[config.mk]
export PLATFORM = sky130hd
export DESIGN_NAME = f_accum_reduce_flat
export DESIGN_NICKNAME = d
export VERILOG_FILES = /design/src/rtl/f_accum_reduce_if.sv /design/src/rtl/f_accum_reduce.sv /design/src/flat_wrapper.sv
export SDC_FILE = /design/constraint.sdc
export NUM_CORES = 1
export LEC_CHECK = 0
export CAP_MARGIN = 20
export CORE_ASPECT_RATIO = 0.7
export CORE_MARGIN = 2
export CORE_UTILIZATION = 55
export DETAILED_ROUTE_END_ITERATION = 8
export PLACE_DENSITY = 0.91
export SLEW_MARGIN = 25
export SYNTH_ARGS = -nofsm -noshare
export SYNTH_HDL_FRONTEND = slang
export SYNTH_SLANG_ARGS = --single-unit
[constraint.sdc]
create_clock -name clk -period 3.4 [get_ports clk]
set_input_delay 0.68 -clock clk [delete_from_list [all_inputs] [get_ports clk]]
set_output_delay 0.68 -clock clk [all_outputs]
set_load 0.005 [all_outputs]
[src/rtl/f_accum_reduce_if.sv]
// Stream/control bundle for the windowed reduction unit: sample, window setup and results.
interface f_accum_reduce_if #(
   parameter int DATA_W  = 32,
   parameter int DELAY_W = 7
) ();
   logic               run;
   logic               running;
   logic [1:0]         mode;
   logic               signed_en;
   logic [DELAY_W-1:0] strideMinusOne;
   logic [DELAY_W-1:0] delay0;
   logic [DATA_W-1:0]  in0;
   logic [DATA_W-1:0]  out0;
   logic [DELAY_W-1:0] out_idx;
   logic               out_valid;

   modport master (
      output run, running, mode, signed_en, strideMinusOne, delay0, in0,
      input  out0, out_idx, out_valid
   );

   modport slave (
      input  run, running, mode, signed_en, strideMinusOne, delay0, in0,
      output out0, out_idx, out_valid
   );
endinterface

[src/rtl/f_accum_reduce.sv]
// Windowed max/min/saturating-sum reducer with winner index and a per-window valid pulse.
module f_accum_reduce #(
   parameter int DATA_W  = 32,
   parameter int DELAY_W = 7
) (
   input logic           clk,
   input logic           rst,
   f_accum_reduce_if.slave bus
);

   logic [DELAY_W-1:0]       delay;
   logic [DELAY_W-1:0]       idx_cnt;
   logic                     started;
   logic signed [DATA_W-1:0] acc_p1;
   logic [DELAY_W-1:0]       win_idx_p1;
   logic                     vld_p1;

   logic                     store;
   logic                     win_start;
   logic                     last_elem;
   logic signed [DATA_W-1:0] sample;
   logic signed [DATA_W-1:0] acc_nx;
   logic [DELAY_W-1:0]       idx_nx;

   function automatic logic wins(input logic signed [DATA_W-1:0] cand,
                                 input logic signed [DATA_W-1:0] cur,
                                 input logic sgn,
                                 input logic is_min);
      logic lt;
      logic gt;
      if (sgn) begin
         lt = cand < cur;
         gt = cand > cur;
      end else begin
         lt = $unsigned(cand) < $unsigned(cur);
         gt = $unsigned(cand) > $unsigned(cur);
      end
      return is_min ? lt : gt;
   endfunction

   function automatic logic signed [DATA_W-1:0] sat_add(input logic signed [DATA_W-1:0] a,
                                                        input logic signed [DATA_W-1:0] b,
                                                        input logic sgn);
      logic signed [DATA_W:0] s_sum;
      logic [DATA_W:0]        u_sum;
      logic signed [DATA_W-1:0] res;
      s_sum = $signed({a[DATA_W-1], a}) + $signed({b[DATA_W-1], b});
      u_sum = {1'b0, a} + {1'b0, b};
      if (sgn) begin
         // Top two bits disagree only on signed overflow; the carry-out gives the direction.
         if (s_sum[DATA_W] != s_sum[DATA_W-1])
            res = s_sum[DATA_W] ? {1'b1, {(DATA_W-1){1'b0}}} : {1'b0, {(DATA_W-1){1'b1}}};
         else
            res = s_sum[DATA_W-1:0];
      end else begin
         res = u_sum[DATA_W] ? {DATA_W{1'b1}} : u_sum[DATA_W-1:0];
      end
      return res;
   endfunction

   assign sample = bus.in0;

   always_comb begin
      store     = (delay == '0);
      win_start = bus.running && store;
      last_elem = started && bus.running && !bus.run &&
                  ((delay == DELAY_W'(1)) || (store && (bus.strideMinusOne == '0)));
      acc_nx    = acc_p1;
      idx_nx    = win_idx_p1;
      if (win_start) begin
         acc_nx = sample;
         idx_nx = '0;
      end else begin
         case (bus.mode)
            2'b01: begin
               if (wins(sample, acc_p1, bus.signed_en, 1'b1)) begin
                  acc_nx = sample;
                  idx_nx = idx_cnt;
               end
            end
            2'b10: begin
               acc_nx = sat_add(acc_p1, sample, bus.signed_en);
               idx_nx = '0;
            end
            default: begin
               if (wins(sample, acc_p1, bus.signed_en, 1'b0)) begin
                  acc_nx = sample;
                  idx_nx = idx_cnt;
               end
            end
         endcase
      end
   end

   // Stage p1: accumulator, winner index and window-complete flag
   always_ff @(posedge clk or posedge rst) begin
      if (rst) begin
         delay      <= '0;
         idx_cnt    <= '0;
         started    <= 1'b0;
         acc_p1     <= '0;
         win_idx_p1 <= '0;
         vld_p1     <= 1'b0;
      end else begin
         if (bus.run)
            delay <= bus.delay0;
         else if (!store)
            delay <= delay - DELAY_W'(1);
         else
            delay <= bus.strideMinusOne;

         if (bus.running) begin
            acc_p1     <= acc_nx;
            win_idx_p1 <= idx_nx;
            idx_cnt    <= win_start ? DELAY_W'(1) : idx_cnt + DELAY_W'(1);
            if (win_start)
               started <= 1'b1;
         end

         // A run pulse abandons any open window; acc is left to be overwritten at the next start.
         if (bus.run) begin
            started <= 1'b0;
            idx_cnt <= '0;
         end

         vld_p1 <= last_elem;
      end
   end

   assign bus.out0      = acc_p1;
   assign bus.out_idx   = win_idx_p1;
   assign bus.out_valid = vld_p1;

endmodule

[src/flat_wrapper.sv]
// flat-port wrapper written by rule: the top's interface ports become plain ports
module f_accum_reduce_flat 
#(
   parameter int DATA_W  = 32,
   parameter int DELAY_W = 7
)
  (clk, rst, bus_run, bus_running, bus_mode, bus_signed_en, bus_strideMinusOne, bus_delay0, bus_in0, bus_out0, bus_out_idx, bus_out_valid);
  f_accum_reduce_if #(.DATA_W(DATA_W), .DELAY_W(DELAY_W)) bus_i ();
  input logic clk;
  input logic rst;
  input wire logic [$bits(bus_i.run)-1:0] bus_run;
  input wire logic [$bits(bus_i.running)-1:0] bus_running;
  input wire logic [$bits(bus_i.mode)-1:0] bus_mode;
  input wire logic [$bits(bus_i.signed_en)-1:0] bus_signed_en;
  input wire logic [$bits(bus_i.strideMinusOne)-1:0] bus_strideMinusOne;
  input wire logic [$bits(bus_i.delay0)-1:0] bus_delay0;
  input wire logic [$bits(bus_i.in0)-1:0] bus_in0;
  output wire logic [$bits(bus_i.out0)-1:0] bus_out0;
  output wire logic [$bits(bus_i.out_idx)-1:0] bus_out_idx;
  output wire logic [$bits(bus_i.out_valid)-1:0] bus_out_valid;
  assign bus_i.run = bus_run;
  assign bus_i.running = bus_running;
  assign bus_i.mode = bus_mode;
  assign bus_i.signed_en = bus_signed_en;
  assign bus_i.strideMinusOne = bus_strideMinusOne;
  assign bus_i.delay0 = bus_delay0;
  assign bus_i.in0 = bus_in0;
  assign bus_out0 = bus_i.out0;
  assign bus_out_idx = bus_i.out_idx;
  assign bus_out_valid = bus_i.out_valid;
  f_accum_reduce #(.DATA_W(DATA_W), .DELAY_W(DELAY_W)) u_core (.clk(clk), .rst(rst), .bus(bus_i));
endmodule
==> results of run 1 <==
## metal layers
layer / overflow / global-route usage [%]
met3: 0 / 65.0
met4: 16 / 77.9
met2: 19 / 92.4
met1: 1 / 74.4
met5: 1 / 23.1
## timing repair
item | in CTS
pin swaps | 18
resized for setup | 85
setup endpoints to repair | 39
buffers inserted | 9
cloned | 1
## cell families after synthesis
| kind of cell | after synthesis |
|---|---|
| buffers and inverters | 100 |
| muxes | 4 |
| AOI/OAI and AO/OA | 227 |
| adders and majority gates | 71 |
| and+or+nand+nor | 238 |
| xor gates and xnor gates | 33 |
| DFF | 55 |
## cell usage after synthesis (9+ instances only)
cell type,count,share of area (%)
clkbuf_1,11,0.73
nor3_1,13,1.2
o21ai_0,33,2.9
o31ai_1,26,3.5
a21oi_1,82,7.3
nor2_1,88,5.8
nor2b_1,11,1.2
inv_1,69,4.6
nor4_1,9,1.0
o21bai_1,11,1.5
buf_2,16,1.4
xnor2_1,30,4.6
nand2_1,55,3.7
dfrtp_1,55,24
nand3_1,15,1.3
ha_1,69,15
## stage by stage
stage                     std cells  instance area, sq um
after global placement         1068                  7740
after detailed placement       1068                  7740
after CTS                      1086                  8400
after floorplan                 728                  5650
==> flow_summary.json, run 1 <==
{
  "haltStage": "global routing",
  "cts_hold_buf": 0,
  "syn_area_sq_um": 5650,
  "synth_ff_type": "dfrtp_1",
  "postGrtWorstEndpoint": "u_core.bus.out0[23]$_DFFE_PP0P_/D",
  "endpoint_type": "register input",
  "synthMuxAreaShare_pct": 0.775,
  "cts-root-buf": "clkbuf_16",
  "gp_congestion": 1.12,
  "avgSynthCellArea_sq_um": 7.77,
  "row_count": 30,
  "synth_xor_area_share_pct": 5.11,
  "track_usage_pct": 76.0,
  "cts_buffers": 5,
  "yosysSeqAreaShare_pct": 24.3,
  "synth_compound_area_share_pct": 26.4,
  "dpl_worst_slack_ps": -698,
  "postSynthCellCount": 728,
  "synth-simple-area-share_pct": 20.3,
  "async_flop_share_pct": 100,
  "io_pins": 93,
  "clockBufferDepth": 2,
  "status": "stopped before the end",
  "dp_hpwl_mm": 15.8,
  "grt_max_degree": 24,
  "first-error": "[ERROR GRT-0232] Routing congestion too high. Check the congestion heatmap in the GUI.",
  "gr-total-overflow": 37,
  "ys_types": 69,
  "die_h_um": 88.8,
  "synth-edff-count": 0,
  "dieWidth_um": 125,
  "htree_levels": 2,
  "syn_nets": 851,
  "synthAdderAreaFrac_pct": 15.8,
  "synth_top_family_by_area": "compound AO/OA/AOI/OAI gates",
  "synth-seq-cells": 55,
  "start_util_pct": 57.5,
  "cts.sinks": 55,
  "yosysWarningCount": 0,
  "io_buffers": 92
}
==> run 2, diff against run 1 <==
--- a/config.mk
+++ b/config.mk
@@ -6,11 +6,10 @@
 export NUM_CORES = 1
 export LEC_CHECK = 0
 export CAP_MARGIN = 20
-export CORE_ASPECT_RATIO = 0.7
 export CORE_MARGIN = 2
-export CORE_UTILIZATION = 55
+export CORE_UTILIZATION = 40
 export DETAILED_ROUTE_END_ITERATION = 8
-export PLACE_DENSITY = 0.91
+export PLACE_DENSITY_LB_ADDON = 0.15
 export SLEW_MARGIN = 25
 export SYNTH_ARGS = -nofsm -noshare
 export SYNTH_HDL_FRONTEND = slang
==> run 2 against run 1 <==
The run now ends clean. Synthesized area did not move. Synthesized cell count unchanged.
==> flow_summary.json, run 2 <==
{
  "firstDrtPassIters": 5,
  "dieWidth_um": 123,
  "drive_gt1_share_pct": 29.4,
  "fin_util_pct": 64.9,
  "grt_max_degree": 27,
  "row_count": 43,
  "gp_congestion": 0.958,
  "antenna_found_initial": 0,
  "p_switching_mw": 3.52,
  "max_slew_margin_pct": 61.2,
  "synth-edff-count": 0,
  "syn_nets": 851,
  "io_pins": 93,
  "wl_per_cell_um": 17.5,
  "setup_violations": 0,
  "syn_area_sq_um": 5650,
  "swShare_pct": 45.5,
  "drt_iter0_markers": 506,
  "r2r_cells": 14,
  "gr-total-overflow": 0,
  "fin_crit_ps": 3390,
  "worst_hold_slack_ps": 512,
  "rsz0062_at_grt": "yes",
  "track_usage_pct": 25.9,
  "skew_ps": 8.78,
  "syn_to_final_growth_pct": 58.7,
  "yosys.area.top_type": "dfrtp_1",
  "power_mw": 7.73,
  "yosysSeqAreaShare_pct": 24.3,
  "placed_cell_area_sq_um": 7880,
  "crit_type": "input pin to register",
  "cp-end-kind": "register",
  "seq_power_share_pct": 14.1,
  "internal_power_mw": 4.22,
  "timing.final.crit_share_pct": 99.8,
  "layout.cells.non_filler": 1150,
  "postSynthCellCount": 728,
  "hold_path_startpoint": "u_core.bus.out_idx[0]",
  "yosysWarningCount": 0,
  "design.core.area_sq_um": 13800,
  "hold_path.class": "register to register",
  "pwr-share-clk_pct": 7.6,
  "cts-root-buf": "clkbuf_16",
  "avgSynthCellArea_sq_um": 7.77,
  "vias": 6356,
  "wl_mm": 20.1,
  "die_area_sq_um": 15100,
  "async_flop_share_pct": 100,
  "htree_levels": 2,
  "layout_commonest_cell": "buf_4",
  "drtAntennaViolNets": 0,
  "start_util_pct": 40.9,
  "synthTopCellsByArea": "dfrtp_1 (24%), ha_1 (15%), a21oi_1 (7.3%)",
  "nFillCells": 1195,
  "synth_ff_type": "dfrtp_1",
  "stdcell_area_sq_um": 8970,
  "power_leakage_nw": 4.05,
  "clk_pin_slew_ps": 80,
  "num_antenna_cells": 0,
  "ir_drop_uv": 360,
  "synth-seq-cells": 55,
  "grt_pass1_wl_mm": 30.8,
  "maxSlewViolCount": 0,
  "critPathRequiredTime_ps": 3620,
  "synth.top_cell.area_share_pct": 24.3,
  "vias_per_cell": 5.53,
  "die_h_um": 123,
  "cap_violations": 0,
  "crit_arrival_ps": 3610,
  "yosysMostFrequentCell": "nor2_1",
  "hold_depth": 1,
  "cts_buffers": 5,
  "r2r-start": "u_core.bus.out0[0]",
  "drc_errors": 0,
  "crit_path_max_fanout": 7,
  "clockBufferDepth": 2,
  "ys_types": 69,
  "p_comb_share_pct": 78.3,
  "powerDensity_nw_per_um2": 862,
  "dp_hpwl_mm": 14.5,
  "finalHoldViolations": 0,
  "holdPathEnd": "u_core.bus.out_idx[0]",
  "r2r-end": "u_core.bus.out0[4]",
  "final_cell_mix": "buf_4 (162), nor2_1 (83), inv_1 (68), clkdlybuf4s50_1 (68), a21oi_1 (64)",
  "max_freq_ghz": 0.295,
  "cts_hold_buf": 0,
  "tightestPinTransition_ps": 580,
  "startpoint_type": "input pin",
  "cts_tree": "done",
  "cts.sinks": 55,
  "dp_cells": 1129,
  "reg2reg_slack_ps": 180,
  "synth_commonest_cells": "nor2_1 (88), a21oi_1 (82), ha_1 (69), inv_1 (69)",
  "status": "complete, no violations",
  "io_buffers": 92,
  "finalNetCount": 1092,
  "largest_register_ffs": 32,
  "grt_pass1_vias": 6245,
  "clock_latency_ps": 310
}
==> run 2: cell counts after synthesis <==
Identical to the previous run, type by type.
==> run 2: area by class of cell <==
cell class              count  area (sq um)  area share, %
flip-flops and latches     55          1380           15.3
inverters                  69           259           2.89
multi-input cells         573          4590           51.1
clock inverters             2          17.5          0.195
repair buffers            265          2370           26.4
well taps                 180           225           2.51
clock buffers               6           139           1.55
==> run 2: stage by stage <==
stage | setup WS (ps) | setup TNS, ps
finish | 5.83 | 0
global route | -117 | -1480
CTS | 2.56 | 0
detailed placement | -676 | -23790
global placement | -694 | -24540
floorplan | 170 | 0
==> run 2: worst max-delay path by stage <==
stage	endpoint	slack, ps	start	cells past startpoint
finish	u_core.bus.out0[4]	6	bus_in0[4]	14
CTS	u_core.bus.out0[12]	3	bus_in0[5]	13
global placement	u_core.bus.out_idx[2]	-690	bus_in0[7]	13
detailed placement	u_core.bus.out_idx[6]	-680	bus_in0[7]	13
floorplan	u_core.bus.out0[22]	170	bus_in0[0]	12
global route	u_core.bus.out0[14]	-120	bus_in0[21]	13
==> run 2: routing by layer <==
metal,GRT usage (%),part of all wire [%],up-vias
met5,0,0,-
met4,8.55,2.1,0
met3,3.64,5.1,38
met2,45.6,51,216
met1,32.6,42,3052
li1,-,-,3050
==> run 2: cell families (layout without fill, tap and decap cells) <==
family / count (synthesis) / after routing / synth area share, %
AND/OR/NAND/NOR: 238 / 238 / 20.3
AO/OA/AOI/OAI: 227 / 227 / 26.4
buffers and inverters: 100 / 342 / 7.26
adder cells (fa/ha/maj): 71 / 71 / 15.8
flip-flops: 55 / 55 / 24.3
XOR/XNOR: 33 / 33 / 5.11
multiplexers: 4 / 4 / 0.774
==> run 2: timing repair <==
action	in CTS	in global routing
gates resized for setup	77	74
pin swaps	20	26
buffers inserted	6	3
gates cloned	2	2
setup endpoints to repair	39	39
==> run 2: critical path, stage by stage <==
cell and delay, ps:
dlygate4sd2_1 260, ha_1 310, buf_4 160, nor2_1 80, o311a_1 290, o2111ai_4 150, a21boi_2 200, o2111ai_2 160
a21oi_2 270, mux2i_1 310, buf_4 190, bufbuf_16 280, a21oi_2 50, o31ai_1 210
==> run 2: power by group through the flow <==
| stage | registers [mW] | clock network (mW) | logic, mW |
|---|---|---|---|
| floorplan | 1.08 | 0 | 2.73 |
| CTS | 1.09 | 0.599 | 5.51 |
| global route | 1.12 | 0.618 | 6.53 |
| finish | 1.09 | 0.586 | 6.06 |
| global placement | 1.08 | 0 | 4.90 |
| detailed placement | 1.10 | 0 | 4.95 |
Note: power is estimated with default switching activity, not from simulation.
